--- config.mk ---
export PLATFORM = sky130hd
export DESIGN_NAME = step_ctrl
export DESIGN_NICKNAME = d
export VERILOG_FILES = /design/src/rtl/step_ctrl_pkg.sv /design/src/rtl/sync_edge.sv /design/src/rtl/step_ctrl.sv
export SDC_FILE = /design/constraint.sdc
export NUM_CORES = 1
export LEC_CHECK = 0
export CAP_MARGIN = 20
export CORE_ASPECT_RATIO = 0.6
export CORE_MARGIN = 2
export CORE_UTILIZATION = 55
export CTS_CLUSTER_DIAMETER = 200
export DETAILED_ROUTE_END_ITERATION = 10
export GPL_TIMING_DRIVEN = 0
export PLACE_DENSITY = 0.86
export SLEW_MARGIN = 30
export SYNTH_ARGS = -nofsm -noshare
export SYNTH_HDL_FRONTEND = slang
export SYNTH_SLANG_ARGS = --single-unit
--- constraint.sdc ---
create_clock -name clk -period 2.92 [get_ports clk]
set_input_delay 0.438 -clock clk [delete_from_list [all_inputs] [get_ports clk]]
set_output_delay 0.438 -clock clk [all_outputs]
set_load 0.1 [all_outputs]
--- src/rtl/step_ctrl_pkg.sv ---
// Shared types and default parameters for the step/run issue controller.
package step_ctrl_pkg;

    localparam int unsigned RUN_DIV_DEF   = 4;
    localparam int unsigned CNT_W_DEF     = 16;
    localparam int unsigned BURST_LEN_DEF = 8;

    typedef enum logic [1:0] {
        ST_IDLE  = 2'd0,
        ST_ISSUE = 2'd1,
        ST_WAIT  = 2'd2,
        ST_GAP   = 2'd3
    } state_t;

endpackage

--- src/rtl/sync_edge.sv ---
// Two-flop synchronizer followed by a registered rising-edge pulse.
module sync_edge (
    input  logic clk,
    input  logic reset,
    input  logic async_in,
    output logic pulse
);

    logic meta;
    logic sync;
    logic prev;

    always_ff @(posedge clk or posedge reset) begin
        if (reset) begin
            meta  <= 1'b0;
            sync  <= 1'b0;
            prev  <= 1'b0;
            pulse <= 1'b0;
        end else begin
            meta  <= async_in;
            sync  <= meta;
            prev  <= sync;
            pulse <= sync & ~prev;
        end
    end

endmodule

--- src/rtl/step_ctrl.sv ---
// Single-step / free-run instruction issue controller with CPU completion handshake.
// Define STEP_CTRL_BURST_EN to add the burst_in port and fixed-length burst issue.
module step_ctrl #(
    parameter int unsigned RUN_DIV   = step_ctrl_pkg::RUN_DIV_DEF,
    parameter int unsigned CNT_W     = step_ctrl_pkg::CNT_W_DEF,
    parameter int unsigned BURST_LEN = step_ctrl_pkg::BURST_LEN_DEF
) (
    input  logic             clk,
    input  logic             reset,
    input  logic             step_in,
    input  logic             run_in,
`ifdef STEP_CTRL_BURST_EN
    input  logic             burst_in,
`endif
    input  logic             cpu_done,
    input  logic             halt,
    output logic             cpu_en,
    output logic             running,
    output logic             busy,
    output logic [CNT_W-1:0] steps
);

    import step_ctrl_pkg::*;

    localparam int unsigned GAP_W = 16;

    // Elaboration-time parameter range guards
    if (RUN_DIV < 1 || RUN_DIV > 65535) begin : g_bad_run_div
        $error("step_ctrl: RUN_DIV out of range 1..65535");
    end
    if (BURST_LEN < 1 || BURST_LEN > 255) begin : g_bad_burst_len
        $error("step_ctrl: BURST_LEN out of range 1..255");
    end

    state_t             state;
    state_t             state_nxt;
    logic               running_nxt;
    logic [GAP_W-1:0]   gap_cnt;
    logic [GAP_W-1:0]   gap_nxt;
    logic               step_edge;
    logic               run_edge;
    logic               keep_going;

    sync_edge u_step_sync (.clk(clk), .reset(reset), .async_in(step_in), .pulse(step_edge));
    sync_edge u_run_sync  (.clk(clk), .reset(reset), .async_in(run_in),  .pulse(run_edge));

`ifdef STEP_CTRL_BURST_EN
    localparam int unsigned BURST_W = 8;

    logic               burst_edge;
    logic [BURST_W-1:0] burst_cnt;
    logic [BURST_W-1:0] burst_nxt;

    sync_edge u_burst_sync (.clk(clk), .reset(reset), .async_in(burst_in), .pulse(burst_edge));

    // burst_cnt holds the number of instructions still to issue after the current one
    assign keep_going = (running && !run_edge) || (burst_cnt != '0);

    always_ff @(posedge clk or posedge reset) begin
        if (reset) burst_cnt <= '0;
        else       burst_cnt <= burst_nxt;
    end
`else
    assign keep_going = running && !run_edge;
`endif

    // Next-state logic
    always_comb begin
        state_nxt   = state;
        running_nxt = running;
        gap_nxt     = gap_cnt;
`ifdef STEP_CTRL_BURST_EN
        burst_nxt   = burst_cnt;
`endif
        case (state)
            ST_IDLE: begin
                if (!halt) begin
                    if (run_edge) begin
                        running_nxt = 1'b1;
                        state_nxt   = ST_ISSUE;
                    end
`ifdef STEP_CTRL_BURST_EN
                    else if (burst_edge) begin
                        burst_nxt = BURST_W'(BURST_LEN);
                        state_nxt = ST_ISSUE;
                    end
`endif
                    else if (step_edge) begin
                        state_nxt = ST_ISSUE;
                    end
                end
            end
            ST_ISSUE: begin
                state_nxt = ST_WAIT;
                if (run_edge) running_nxt = 1'b0;
`ifdef STEP_CTRL_BURST_EN
                if (burst_cnt != '0) burst_nxt = burst_cnt - BURST_W'(1);
`endif
            end
            ST_WAIT: begin
                if (run_edge) running_nxt = 1'b0;
                if (cpu_done) begin
                    if (halt) begin
                        running_nxt = 1'b0;
`ifdef STEP_CTRL_BURST_EN
                        burst_nxt   = '0;
`endif
                        state_nxt   = ST_IDLE;
                    end else if (keep_going) begin
                        gap_nxt   = GAP_W'(RUN_DIV - 1);
                        state_nxt = ST_GAP;
                    end else begin
                        state_nxt = ST_IDLE;
                    end
                end
            end
            ST_GAP: begin
                // A run toggle or halt abandons the pending issue
                if (run_edge || halt) begin
                    running_nxt = 1'b0;
`ifdef STEP_CTRL_BURST_EN
                    burst_nxt   = '0;
`endif
                    state_nxt   = ST_IDLE;
                end else if (gap_cnt == '0) begin
                    state_nxt = ST_ISSUE;
                end else begin
                    gap_nxt = gap_cnt - GAP_W'(1);
                end
            end
            default: state_nxt = ST_IDLE;
        endcase
    end

    // State and registered outputs; cpu_en/busy/steps track the state being entered
    always_ff @(posedge clk or posedge reset) begin
        if (reset) begin
            state   <= ST_IDLE;
            running <= 1'b0;
            gap_cnt <= '0;
            cpu_en  <= 1'b0;
            busy    <= 1'b0;
            steps   <= '0;
        end else begin
            state   <= state_nxt;
            running <= running_nxt;
            gap_cnt <= gap_nxt;
            cpu_en  <= (state_nxt == ST_ISSUE);
            busy    <= (state_nxt != ST_IDLE);
            if (state_nxt == ST_ISSUE) steps <= steps + CNT_W'(1);
        end
    end

endmodule
==> impl_metrics.yaml <==
run_status:
  outcome: "complete, no violations"
synthesis:
  ys_seq_area_share_pct: 53.3
  ys_ff_latch: 45
  synth.avg_cell_area_um2: 10.7
  syn-num-nets: 205
  ys_types: 39
  async_flop_share_pct: 100
  yosys.area.top_type: "dfrtp_1"
  yosysWarnings: 0
  yosys-top-cells-area: "dfrtp_1 (53%), xor2_1 (6.6%), nor4_2 (4.1%)"
  synthCells: 197
  synth_area_um2: 2110
  synthDominantCellAreaShare_pct: 53.3
  synth-edff-count: 0
  synth_ff_type: "dfrtp_1"
cells_and_area:
  diodes: 0
  layout-drive-gt1-share_pct: 10.0
  fill_cells: 286
  syn2layout_area_growth_pct: 20.6
  nNetsFinal: 237
  top_regs: "gap_cnt: 16 flops, steps: 16 flops, state: 2 flops"
  fin_cells: 277
die:
  rows: 17
  die_h_um: 52
  die_area_um2: 4370
  core_area_um2: 3680
  initial_utilization_pct: 57.4
  ioPinCount: 25
  dieWidth_um: 84
critical_path:
  cp-start-kind: "register"
  slowest_delay_ns: 0.60
  reg2reg_slack_ns: 0.19
  path_delay_family: "simple AND/OR/NAND/NOR gates"
  path_cells: "or4_1, or3_1, buf_2, o31a_1, or4b_1, xnor2_1"
  cpMaxStageDelayCell: "or4_1"
  worstSetupPathType: "reg2reg"
  crit_buf_inv: 1
  worstPathRequired_ns: 3.11
  worstPathMaxFanout: 8
  critPathArrivalTime_ns: 2.91
  endpoint_kind: "register"
sta:
  worst_pin_slew_ns: 0.984
  rsz0062_at_grt: "no"
  setup_viol: 0
  period_needed_ns: 2.73
  max_slew_margin_pct: 34.2
  fin_setup_tns_ns: 0
  max_freq_mhz: 367
  drv_slew: 0
  hold_viol_final: 0
  fin_crit_sh_pct: 93.4
  skew_ns: 0.00832
clock_network:
  cts_buffer_depth: 2
  cts-resized-gates: 0
  cts_sinks: 45
  clkLatencyLatePin_ns: 0.30
  clkSlewWorstSetupHoldPaths_ns: 0.09
  cts_max_level: 2
  postCtsSetupBuffers: 0
  hold_buffers: 0
  cts_tree: "yes"
  root_buffer: "clkbuf_8"
  numCtsBuffers: 5
power_and_ir_drop:
  p_int_mw: 1.34
  peakVddDrop_v: 0.000893
  design_power_total_mw: 2.45
  power.density_nw_per_um2: 963
  p_leak_nw: 1.18
  clockPowerShare_pct: 19.7
  p_seq_share_pct: 37.5
  p_comb_share_pct: 42.7
  swShare_pct: 45.4
  switchingPower_mw: 1.11
placement:
  portBuffers: 24
  gp_congestion: 0.845
  place_inst: 269
  dp_hpwl_um: 3020
global_routing:
  grt_pass1_wl_um: 7450
  grt-ovfl-total: 0
  grt_max_degree: 27
  grtUsageTotal_pct: 22.6
  antenna_found_initial: 0
  grt_pass1_vias: 1480
detailed_routing:
  wl_per_cell_um: 15.3
  first_pass_iters: 4
  first_iter_violations: 92
  wl_um: 4250
  ant_nets: 0
  routed_via_density: 5.66
  vias: 1567
  drc: 0
run:
  cap_viol_max_count: 0
hold_path:
  worstHoldPathType: "reg2reg"
[power by group through the flow]
stage	registers [mW]	clock network, mW	logic, mW
after floorplan	1.27	0	0.449
after CTS	0.918	0.496	1.05
after detailed placement	0.928	0	1.04
after global routing	0.953	0.526	1.13
after global placement	0.924	0	1.01
final	0.921	0.484	1.05
[synthesized netlist by cell type (all sizes together), types with 4 or more instances]
cell    number
nor4        10
nor3b        5
nor3         9
nand2       14
o211ai       6
nor2b        4
xor2        16
inv         10
or3          4
nand3        8
xnor2        4
nor2        16
dfrtp       45
o31ai        4
a21oi        4
nand4        6
buf          4
[kinds of logic after synthesis]
| family | Yosys count | synth area share, % |
|---|---|---|
| adder cells (fa/ha/maj) | 2 | 1.18 |
| buffers and inverters | 16 | 3.32 |
| flip-flops | 45 | 53.3 |
| XOR/XNOR | 20 | 8.29 |
| AND/OR/NAND/NOR | 87 | 24.2 |
| multiplexers | 4 | 1.95 |
| AO/OA/AOI/OAI | 23 | 7.70 |
[stage by stage]
step	hold WS (ns)	setup slack [ns]	utilization (%)	instance area, um2
floorplan	0.331	0.401	-	2110
global placement	0.332	0.301	65.5	2410
detailed placement	0.337	0.278	66.1	2430
CTS	0.359	0.211	69.2	2550
global route	0.362	0.0933	69.2	2550
finish	0.358	0.194	69.2	2550
[final timing paths]
| kind | start | cells past startpoint | end |
|---|---|---|---|
| min | u_step_sync.meta$_DFF_PP0_ | 0 | u_step_sync.sync$_DFF_PP0_ |
| min in group asynchronous | reset | 2 | u_step_sync.meta$_DFF_PP0_ |
| max reg2reg | gap_cnt[10]$_DFFE_PP0P_ | 6 | steps[15]$_DFFE_PP0N_ |
| min reg2reg | u_step_sync.meta$_DFF_PP0_ | 0 | u_step_sync.sync$_DFF_PP0_ |
| max | gap_cnt[10]$_DFFE_PP0P_ | 6 | steps[15]$_DFFE_PP0N_ |
| max in group asynchronous | reset | 3 | steps[15]$_DFFE_PP0N_ |
[cells in the final DEF, fill, tap and decap left out, types with 2 or more instances in the layout]
cell / n
dfrtp_1: 45
clkdlybuf4s50_1: 24
nor2_1: 16
xor2_1: 16
nand2_1: 14
nor3_1: 9
inv_1: 9
nand3_1: 8
nor4_2: 7
nand4_1: 6
o211ai_1: 6
nor3b_1: 5
clkbuf_8: 5
or3_1: 4
xnor2_1: 4
nor2b_1: 4
a21oi_1: 4
o31ai_1: 4
nor4_1: 3
mux2i_1: 3
or4_1: 2
buf_2: 2
clkbuf_1: 2
and3_1: 2
o21ai_0: 2
or2_1: 2
a41oi_1: 2
ha_1: 2
inv_6: 2
[routing by layer]
| metal | wire length (um) | track usage [%] |
|---|---|---|
| met1 | 2200 | 34.5 |
| met2 | 1820 | 31.2 |
| met3 | 193 | 5.24 |
| met4 | 39 | 8.60 |
| met5 | 0 | 0 |
[area by class of cell]
type                       count  area [um2]  share of cell area [%]
buffer                         6        32.5                    1.28
clock buffer                   5        68.8                    2.70
clock inverter                 3        47.5                    1.87
inverter                      10        37.5                    1.47
multi-input combinational    136         916                    36.0
sequential                    45        1130                    44.2
tap                           47        58.8                    2.31
timing repair buffer          25         260                    10.2
Power figures use the tool's default switching activity.
